[src/rtl/spi_mem_sequencer.sv]
// Transaction sequencer above the SPI byte engine: one read/write request becomes a 25xx-class byte frame.
// Optional WIP status polling after writes is compiled in with `define SPI_SEQ_WIP_POLL_EN.
module spi_mem_sequencer #(
    parameter logic [7:0] CMD_READ  = 8'h03,
    parameter logic [7:0] CMD_WRITE = 8'h02,
`ifdef SPI_SEQ_WIP_POLL_EN
    parameter logic [7:0] CMD_RDSR  = 8'h05,
    parameter int unsigned POLL_MAX = 1023,
`endif
    parameter logic [7:0] CMD_WREN  = 8'h06
) (
    input  logic        clk,
    input  logic        rst_n,
    input  logic        cmd_valid,
    output logic        cmd_ready,
    input  logic        cmd_write,
    input  logic [15:0] cmd_addr,
    input  logic [7:0]  cmd_wdata,
    output logic        rsp_valid,
    output logic [7:0]  rsp_rdata,
    output logic        rsp_err,
    output logic        busy,
    output logic        eng_start,
    output logic        eng_continued,
    output logic [7:0]  eng_tx,
    input  logic [7:0]  eng_rx,
    input  logic        eng_ready
);

    typedef enum logic [2:0] {
        IDLE, ISSUE, ACK, DONE, NEXT,
`ifdef SPI_SEQ_WIP_POLL_EN
        POLL,
`endif
        RESP
    } state_t;

    state_t      state_r;
    logic        wr_r;
    logic [15:0] addr_r;
    logic [7:0]  wdata_r;
    logic [2:0]  idx_r;
    logic [8:0]  cur_byte_s;
    logic [2:0]  last_idx_s;

`ifdef SPI_SEQ_WIP_POLL_EN
    localparam logic [9:0] POLL_LAST = 10'(POLL_MAX - 1);
    logic [9:0]  poll_cnt_r;
    logic        wip_r;
`else
    assign rsp_err = 1'b0;
`endif

    // Returns {continued, byte} for a frame position; writes lead with a standalone WREN.
    function automatic logic [8:0] queue_byte(input logic wr, input logic [2:0] idx,
                                              input logic [15:0] addr, input logic [7:0] wdata);
        logic [8:0] b;
        b = 9'h000;
        if (wr) begin
            case (idx)
                3'd0:    b = {1'b0, CMD_WREN};
                3'd1:    b = {1'b1, CMD_WRITE};
                3'd2:    b = {1'b1, addr[15:8]};
                3'd3:    b = {1'b1, addr[7:0]};
                3'd4:    b = {1'b0, wdata};
`ifdef SPI_SEQ_WIP_POLL_EN
                3'd5:    b = {1'b1, CMD_RDSR};
                3'd6:    b = {1'b0, 8'hFF};
`endif
                default: b = 9'h000;
            endcase
        end else begin
            case (idx)
                3'd0:    b = {1'b1, CMD_READ};
                3'd1:    b = {1'b1, addr[15:8]};
                3'd2:    b = {1'b1, addr[7:0]};
                3'd3:    b = {1'b0, 8'hFF};
                default: b = 9'h000;
            endcase
        end
        return b;
    endfunction

    assign cur_byte_s = queue_byte(wr_r, idx_r, addr_r, wdata_r);
    assign last_idx_s = wr_r ? 3'd4 : 3'd3;

    // Frame sequencing FSM with registered handshake and engine outputs.
    always_ff @(posedge clk or negedge rst_n) begin
        if (!rst_n) begin
            state_r       <= IDLE;
            wr_r          <= 1'b0;
            addr_r        <= 16'h0000;
            wdata_r       <= 8'h00;
            idx_r         <= 3'd0;
            cmd_ready     <= 1'b1;
            rsp_valid     <= 1'b0;
            rsp_rdata     <= 8'h00;
            busy          <= 1'b0;
            eng_start     <= 1'b0;
            eng_continued <= 1'b0;
            eng_tx        <= 8'h00;
`ifdef SPI_SEQ_WIP_POLL_EN
            rsp_err       <= 1'b0;
            poll_cnt_r    <= 10'd0;
            wip_r         <= 1'b0;
`endif
        end else begin
            case (state_r)
                IDLE: begin
                    if (cmd_valid) begin
                        wr_r      <= cmd_write;
                        addr_r    <= cmd_addr;
                        wdata_r   <= cmd_wdata;
                        idx_r     <= 3'd0;
                        cmd_ready <= 1'b0;
                        busy      <= 1'b1;
`ifdef SPI_SEQ_WIP_POLL_EN
                        poll_cnt_r <= 10'd0;
`endif
                        state_r   <= ISSUE;
                    end
                end
                ISSUE: begin
                    if (eng_ready) begin
                        eng_start     <= 1'b1;
                        eng_tx        <= cur_byte_s[7:0];
                        eng_continued <= cur_byte_s[8];
                        state_r       <= ACK;
                    end
                end
                ACK: begin
                    eng_start <= 1'b0;
                    if (!eng_ready) begin
                        state_r <= DONE;
                    end
                end
                DONE: begin
                    if (eng_ready) begin
                        if (!wr_r && idx_r == 3'd3) begin
                            rsp_rdata <= eng_rx;
                        end
`ifdef SPI_SEQ_WIP_POLL_EN
                        if (wr_r && idx_r == 3'd6) begin
                            wip_r <= eng_rx[0];
                        end
`endif
                        state_r <= NEXT;
                    end
                end
                NEXT: begin
                    if (idx_r == last_idx_s) begin
`ifdef SPI_SEQ_WIP_POLL_EN
                        if (wr_r) begin
                            state_r <= POLL;
                        end else begin
                            rsp_valid <= 1'b1;
                            state_r   <= RESP;
                        end
`else
                        rsp_valid <= 1'b1;
                        state_r   <= RESP;
`endif
                    end
`ifdef SPI_SEQ_WIP_POLL_EN
                    else if (idx_r == 3'd6) begin
                        if (!wip_r) begin
                            rsp_valid <= 1'b1;
                            rsp_err   <= 1'b0;
                            state_r   <= RESP;
                        end else if (poll_cnt_r == POLL_LAST) begin
                            rsp_valid <= 1'b1;
                            rsp_err   <= 1'b1;
                            state_r   <= RESP;
                        end else begin
                            poll_cnt_r <= poll_cnt_r + 10'd1;
                            idx_r      <= 3'd5;
                            state_r    <= ISSUE;
                        end
                    end
`endif
                    else begin
                        idx_r   <= idx_r + 3'd1;
                        state_r <= ISSUE;
                    end
                end
`ifdef SPI_SEQ_WIP_POLL_EN
                POLL: begin
                    idx_r   <= 3'd5;
                    state_r <= ISSUE;
                end
`endif
                RESP: begin
                    rsp_valid <= 1'b0;
                    busy      <= 1'b0;
                    cmd_ready <= 1'b1;
`ifdef SPI_SEQ_WIP_POLL_EN
                    rsp_err   <= 1'b0;
`endif
                    state_r   <= IDLE;
                end
                default: begin
                    state_r <= IDLE;
                end
            endcase
        end
    end

endmodule

[config.mk]
export PLATFORM = sky130hd
export DESIGN_NAME = spi_mem_sequencer
export DESIGN_NICKNAME = d
export VERILOG_FILES = /design/src/rtl/spi_mem_sequencer.sv
export SDC_FILE = /design/constraint.sdc
export NUM_CORES = 1
export LEC_CHECK = 0
export ABC_AREA = 1
export BUFFER_PORTS_ARGS = -buffer_cell sky130_fd_sc_hd__buf_2
export CORE_MARGIN = 3
export CORE_UTILIZATION = 49
export CTS_CLUSTER_DIAMETER = 120
export DETAILED_ROUTE_END_ITERATION = 10
export GPL_ROUTABILITY_DRIVEN = 0
export PLACE_DENSITY = 0.81
export SETUP_SLACK_MARGIN = 0.02
export SKIP_CTS_REPAIR_TIMING = 1
export SLEW_MARGIN = 5
export SYNTH_ARGS = -nofsm -noshare
export SYNTH_HDL_FRONTEND = slang
export SYNTH_SLANG_ARGS = --single-unit
[constraint.sdc]
create_clock -name clk -period 1.6 [get_ports clk]
set_clock_uncertainty 0.15 [all_clocks]
set_input_delay 0.16 -clock clk [delete_from_list [all_inputs] [get_ports clk]]
set_output_delay 0.16 -clock clk [all_outputs]
set_load 0.01 [all_outputs]
* After elaboration in Yosys (flattened, before gate mapping)
Cells that the tools add are included.
** Operators by class
- Add/sub/neg operators :: 1
- Eq/ne operators :: 16
- Multiplexer cells :: 21
- Reduce and logical (&&, ||, !) cells :: 16
** Operator list (number)
- $pmux W9 S5 :: 1
- $pmux W9 S4 :: 1
- $mux W3 :: 8
- $pmux W3 S5 :: 1
- $eq A3 B2 Y1 const B :: 4
- $ne A2 B2 Y1 const B :: 6
- $reduce_and A2 Y1 :: 5
- $eq A3 B3 Y1 const B :: 3
- $mux W9 :: 1
- $pmux W1 S2 :: 4
- $reduce_bool A2 Y1 :: 4
- $eq A3 B1 Y1 const B :: 2
- $logic_not A3 Y1 :: 2
- $pmux W3 S2 :: 1
- $reduce_and A3 Y1 :: 2
- $mux W1 :: 4
- $reduce_and A4 Y1 :: 1
- $add A3 B1 Y3 const B :: 1
- $eq A3 B3 Y1 :: 1
- $logic_and A1 B1 Y1 :: 1
- $logic_not A1 Y1 :: 1
** Storage, ports and cells
- Input bits :: 37
- Register bits :: 52

* Depth between registers and ports, before layout
Gate-level depths: netlist of the first run.
- Depth in word-level cells :: 4
- Gate-level depth with buffers :: 11
- Gate-level depth less buffers :: 10

* Least setup slack after synthesis of the first run
No wires, ideal clock.
- Path type :: reg-to-reg
- From :: register idx_r[0]
- To :: register eng_continued
- Clock period less this slack :: 1.695 ns
- Cell stages (with the launch flop) :: 8
- Data arrival time :: 1.423 ns
- Library setup time :: 0.122 ns
- Slack :: -0.095 ns
- Path buffers :: 1
- Cell sequence :: dfrtp_1 ha_1 ha_1 buf_2 inv_1 nand3_1 a21oi_2 a21oi_1
** On the way
- Cells in the longest elaborated chain, start to end :: 3
** RTL lines
- start: declaration :: RTL line 42 : logic [2:0] idx_r;
- start signal: assignment :: RTL line 182 : idx_r <= idx_r + 3'd1;
- $eq A3 B3 Y1, or another cell as far along :: RTL line 60 : case (idx)
- $pmux W9 S5 / $pmux W9 S4 (equally long branches) :: RTL line 60, 73
- $mux W9 (*) :: RTL line 59 : if (wr) begin
- end signal: assignment :: RTL line 127 : eng_continued <= cur_byte_s[8];
- end: declaration :: RTL line 24 : output logic eng_continued,
Mark *: on every way between the ends. The rest lies on a longest branch, timed or not.
A chain may end at the register's enable or synchronous reset.

* Worst setup path in the final report of the first run
- From :: register idx_r[1]
- To :: register rsp_rdata[3]
** On the way
- Cells in the longest elaborated chain, start to end :: 3
** RTL lines
- $eq A3 B2 Y1 :: RTL line 139 : if (!wr_r && idx_r == 3'd3) begin
- $logic_and A1 B1 Y1 :: RTL line 139
- $reduce_and A3 Y1 (no line)
- end signal: assignment :: RTL line 140 : rsp_rdata <= eng_rx;
- end: declaration :: RTL line 20 : output logic [7:0] rsp_rdata,
No other way between the ends.

==> results of run 1 <==
-- cells in the mapped netlist, types with 4 or more instances --
cell     count  area [sq um]
dfrtp_1     51          1280
ha_1         5          62.6
nor2_1       6          22.5
o21ai_0      9          45.0
nand3_1     27           135
o21ai_2      8          70.1
buf_2        4          20.0
nand2_1    181           679
inv_1       27           101
nand2_2      4          25.0
-- cell families after synthesis --
family,count (synthesis),share of synthesized area [%]
and+or+nand+nor,228,36.0
DFF,52,48.4
buffers and inverters,40,7.20
AOI/OAI and AO/OA,24,5.95
adders and majority gates,5,2.32
other,1,0.139
-- power groups by stage --
stage	Sequential (mW)	Combinational [mW]	Clock [mW]
4_1_cts	2.13	1.60	1.07
3_5_place_dp	2.15	1.59	0
6_report	2.18	1.80	1.05
5_1_grt	2.23	2.03	1.12
2_1_floorplan	2.10	1.09	0
3_3_place_gp	2.13	1.52	0
-- cell type report --
| type | instances | area, sq um |
|---|---|---|
| clock buffers | 6 | 72.6 |
| fillers | 386 | 1460 |
| repair buffers | 109 | 805 |
| clock inverters | 2 | 60.1 |
| inverters | 29 | 116 |
| well taps | 70 | 87.6 |
| multi-input cells | 258 | 1300 |
| flip-flops and latches | 52 | 1300 |
-- stage by stage --
stage                     area (sq um)  setup TNS (ns)  setup WS [ns]  instances
after floorplan                   2710               0         0.0292        350
after CTS                         3230           -1.66         -0.174        486
after detailed placement          3100           -1.32         -0.161        478
after global placement            3100          -0.599        -0.0862        478
after global routing              3740           -1.93         -0.196        526
final                             3740          -0.486        -0.0602        526
-- sequential cells by signal, summed over array words and instances (netlist names), 3 cells and up --
register	count
addr_r	16
idx_r	3
state_r	3
wdata_r	8
eng_tx	8
rsp_rdata	8
-- how the worst max path moves through the flow --
stage                                    start                        to  cells past startpoint
after floorplan           idx_r[0]$_DFFE_PN0P_     eng_tx[1]$_DFFE_PN0P_                      9
after global placement    idx_r[0]$_DFFE_PN0P_  rsp_rdata[7]$_DFFE_PN0P_                      5
after detailed placement  idx_r[0]$_DFFE_PN0P_  rsp_rdata[7]$_DFFE_PN0P_                      5
after CTS                 idx_r[1]$_DFFE_PN0P_  rsp_rdata[7]$_DFFE_PN0P_                      5
after global routing      idx_r[0]$_DFFE_PN0P_     eng_tx[1]$_DFFE_PN0P_                      8
final                     idx_r[1]$_DFFE_PN0P_  rsp_rdata[3]$_DFFE_PN0P_                      7
-- layer usage --
layer | global-route usage, % | wire length (um) | up-vias
li1 | - | - | 1294
met1 | 25.9 | 2980 | 1197
met2 | 33.9 | 3520 | 143
met3 | 3.48 | 485 | 31
met4 | 5.91 | 205 | 0
met5 | 0 | 0 | -
-- worst reg2reg max path, cell delays in order (launching register included) --
cell	delay (ns)
dfrtp_1	0.44
ha_2	0.23
ha_4	0.20
buf_4	0.14
nand4_4	0.08
buf_12	0.17
nand2_1	0.09
o21ai_2	0.06
==> metrics.cfg, run 1 <==
[global_routing]
grt_util_all_layers_pct=19.9
grt_overflow=0
grt_max_degree=53
grt_pass1_vias=2329
antenna_found_initial=0
grt_pass1_wl_mm=10.1

[setup_path]
crit_type=flip-flop to flip-flop
critPathSlowestCell=dfrtp_1
path_max_fanout=16
critPathArrivalTime_ns=1.71
cp_cell_sequence=ha_2 > ha_4 > buf_4 > nand4_4 > buf_12 > nand2_1 > o21ai_2
rr_worst_depth=7
timing.rr.start=idx_r[1]$_DFFE_PN0P_
crit_path_end_kind=flip-flop
crit_buf_inv=2
r2r_end=rsp_rdata[3]$_DFFE_PN0P_
path_delay_family=flip-flops
cp-start-kind=flip-flop
cp_data_required_time_ns=1.65
critPathMaxStageDelay_ns=0.44
rrSetupSlack_ns=-0.06

[layout]
num_antenna_cells=0
final_nets=497
syn_to_final_growth_pct=38.9
final_util_pct=71.9
final_cell_mix=nand2_1 (178), buf_2 (57), dfrtp_1 (50), dlygate4sd3_1 (34), nand3_1 (26)
drive_gt1_share_pct=27.4
final_common_cell=nand2_1

[placement]
io_buffers=57
dpl.hpwl_mm=4.48

[die]
dieArea_sq_um=6420
start_util_pct=51.7
die_x_um=80.1
io_pins=59
core_area_sq_um=5200
rows=26
die_y_um=80.1

[sta]
fin_worst_hold_slack_ns=0.172
hold_viol_final=0
maxSlewViolCount=0
setup_violations=15
grt_setup_unrepaired=true
final.setup.worst_slack_ns=-0.0602
fmax_mhz=602
min_period_ns=1.66
fin_crit_sh_pct=104

[status]
status=finished, violations left
violations=setup timing

[synth]
syn_nets=392
yosysUniqueCellTypes=28
async_flop_share_pct=100
synth_flop_cell=dfrtp_1
synth_seq_cells=52
avgSynthCellArea_sq_um=7.69
synth_edf_count=0
yosysWarnings=0
netlist_area_sq_um=2690
seq_area_frac_synth_pct=48.4
synthCells=350

[power]
power_density_nw_per_um2=1340
ir_drop_mv=0.776
power_mw=5.03
pwr-share-seq_pct=43.4
switching_share_pct=38.5
cell_internal_pwr_mw=3.10
clock_power_share_pct=20.9
share_comb_of_total_power_pct=35.7
p_leak_nw=2.02
switchingPower_mw=1.94

[clock_tree]
clk_pin_slew_ns=0.09
htreeDepth=2
cts.sinks=52
clkLatencyLatePin_ns=0.30
cts_tree=built
clockRootBuffer=clkbuf_8
numCtsBuffers=5
clk_path_buf_depth=2

[route]
drt_wl_total_mm=7.20
routed_via_density=5.07
drt_iter0_drc=293
post_drt_wl_per_cell_um=13.7
num_vias=2665
drtAntennaViolNets=0
drt-pass1-iter-count=5
drcViolationCount=0

[min_path]
holdCritStartpoint=eng_ready
hp-class=input port to flip-flop
hold_end=state_r[2]$_DFFE_PN0P_
hold_path_depth=4

[job]
max_cap_viol_count=0

Note: power is estimated with default switching activity, not from simulation.
==> run 2, diff against run 1 <==
Settings changed: SETUP_SLACK_MARGIN 0.02 to 0.3.
==> metrics.cfg, run 2 (synthesized netlist as in run 1, its figures left out) <==
[clock_tree]
clk_pin_slew_ns=0.10  ; about the same
cts.sinks=52  ; unchanged
numCtsBuffers=5  ; unchanged
htreeDepth=2  ; unchanged
clockRootBuffer=clkbuf_8
clk_path_buf_depth=2  ; unchanged
cts_tree=built
clkLatencyLatePin_ns=0.32  ; +0.02 ns

[sta]
setup_violations=16  ; +1
hold_viol_final=0  ; unchanged
min_period_ns=1.67  ; +0.0145 ns
grt_setup_unrepaired=true
maxSlewViolCount=0  ; unchanged
fmax_mhz=597  ; -0.86%
fin_crit_sh_pct=105  ; +0.90 points
finalSetupTns_ns=-0.713  ; -0.226 ns
final.setup.worst_slack_ns=-0.0747  ; -0.0145 ns

[setup_path]
r2r_end=eng_tx[4]$_DFFE_PN0P_
rrSetupSlack_ns=-0.07  ; about the same
crit_path_end_kind=flip-flop
path_max_fanout=7  ; -9
rr_worst_depth=10  ; +3
cp_data_required_time_ns=1.70  ; +0.05 ns
timing.rr.start=idx_r[0]$_DFFE_PN0P_
cp-start-kind=flip-flop
critPathArrivalTime_ns=1.77  ; +0.06 ns
crit_type=flip-flop to flip-flop

[status]
status=finished, violations left
violations=setup timing

[power]
power_density_nw_per_um2=1420  ; +5.4%
pwr-share-seq_pct=40.0  ; -3.4 points
cell_internal_pwr_mw=3.36  ; +8.5%
switching_share_pct=43.7  ; +5.2 points
share_comb_of_total_power_pct=44.7  ; +9.0 points
switchingPower_mw=2.60  ; +34%
p_leak_nw=2.24  ; +11%
ir_drop_mv=0.940  ; +21%
clock_power_share_pct=15.4  ; -5.5 points

[layout]
regMostFlops=addr_r
final_cell_count_no_fill=533  ; +1.3%
final_cell_mix=nand2_1 (117), buf_2 (56), dfrtp_1 (46), nand2_2 (43), dlygate4sd3_1 (34)
largest_register_ffs=16  ; unchanged
num_antenna_cells=0  ; unchanged
drive_gt1_share_pct=44.7  ; +17 points
final_util_pct=80.8  ; +8.9 points
final_nets=504  ; +1.4%
syn_to_final_growth_pct=56.2
final_common_cell=nand2_1

[placement]
dpl.hpwl_mm=4.32  ; -3.4%
io_buffers=57  ; unchanged
dp_cells=475  ; -0.63%

[die]
rows=26  ; unchanged
core_area_sq_um=5200  ; unchanged
start_util_pct=51.7  ; unchanged
die_x_um=80.1  ; unchanged
io_pins=59  ; unchanged
dieArea_sq_um=6420  ; unchanged
die_y_um=80.1  ; unchanged

[min_path]
hold_end=state_r[1]$_DFFE_PN0P_
holdCritStartpoint=eng_ready
hp-class=input port to flip-flop
hold_path_depth=3  ; -1

[route]
routed_via_density=5.61  ; +11%
post_drt_wl_per_cell_um=18.4  ; +35%
drt_iter0_drc=360  ; +23%
drt_wl_total_mm=9.82  ; +36%
num_vias=2991  ; +12%
drtAntennaViolNets=0  ; unchanged
drcViolationCount=0  ; unchanged
drt-pass1-iter-count=6  ; +1

[global_routing]
grt_max_degree=53  ; unchanged
antenna_found_initial=0  ; unchanged
grt_pass1_wl_mm=9.96  ; -1.7%
grt_pass1_vias=2189  ; -6.0%
grt_overflow=0  ; unchanged
grt_util_all_layers_pct=19.6  ; -0.28 points

[job]
max_cap_viol_count=0  ; unchanged

## run 2: changes by cell type in the layout (fill, tap and decap cells not counted), moves of 4 or more
cell / change
nand3_1: -7
inv_4: +4
o21ai_0: -4
clkinv_8: +4
nand3_2: +7
dfrtp_2: +4
nand2_1: -61
nand2_4: +24
dfrtp_1: -4
nand2_2: +37
## run 2: worst max-delay path by stage
stage	start	to	cells past startpoint
2_1_floorplan	idx_r[1]$_DFFE_PN0P_	eng_tx[1]$_DFFE_PN0P_	9
3_3_place_gp	idx_r[1]$_DFFE_PN0P_	rsp_rdata[3]$_DFFE_PN0P_	5
5_1_grt	idx_r[1]$_DFFE_PN0P_	eng_tx[2]$_DFFE_PN0P_	10
6_report	idx_r[0]$_DFFE_PN0P_	eng_tx[4]$_DFFE_PN0P_	10
4_1_cts	idx_r[0]$_DFFE_PN0P_	eng_tx[0]$_DFFE_PN0P_	10
3_5_place_dp	idx_r[0]$_DFFE_PN0P_	eng_tx[0]$_DFFE_PN0P_	10
## run 2: area by class of cell
type	count	area, sq um
Clock buffer	6	72.6
Clock inverter	2	35.0
Fill cell	280	1000
Sequential cell	52	1310
Tap cell	70	87.6
Inverter	29	134
Multi-Input combinational cell	260	1650
Timing Repair Buffer	111	870
Timing Repair inverter	3	48.8
## run 2: routing by layer
metal	routed length [um]	track usage, %	vias to the layer above
met5	0	0	-
met4	562	6.93	0
met3	823	3.92	63
met2	4720	29.9	205
met1	3710	27.8	1411
li1	-	-	1312
## run 2: metrics by stage
stage                     setup WS, ns  cell area (sq um)  hold WS (ns)  power, mW
after floorplan                 0.0736               2740        -0.286       3.21
after global placement        -0.00461               3090        0.0170       3.65
after detailed placement       -0.0804               3090        0.0294       3.70
after CTS                       -0.113               3200        -0.301       4.58
after global routing            -0.138               4210         0.116       6.25
final                          -0.0747               4210         0.116       5.96
## run 2: worst max-delay path: stages, from the launching register on
cell and delay [ns]:
dfrtp_2 0.47, inv_2 0.08, ha_2 0.19, inv_2 0.07
nor2_4 0.23, nand2_1 0.10, nand3_2 0.09, nand2_1 0.06
nand2_1 0.07, nand2_1 0.05, nand2_1 0.06
## run 2: power by group through the flow
stage          Clock, mW  Combinational (mW)  Sequential, mW
3_3_place_gp           0                1.50            2.15
5_1_grt            0.966                2.87            2.42
2_1_floorplan          0                1.11            2.10
6_report           0.916                2.66            2.38
4_1_cts            0.889                1.55            2.15
3_5_place_dp           0                1.54            2.17
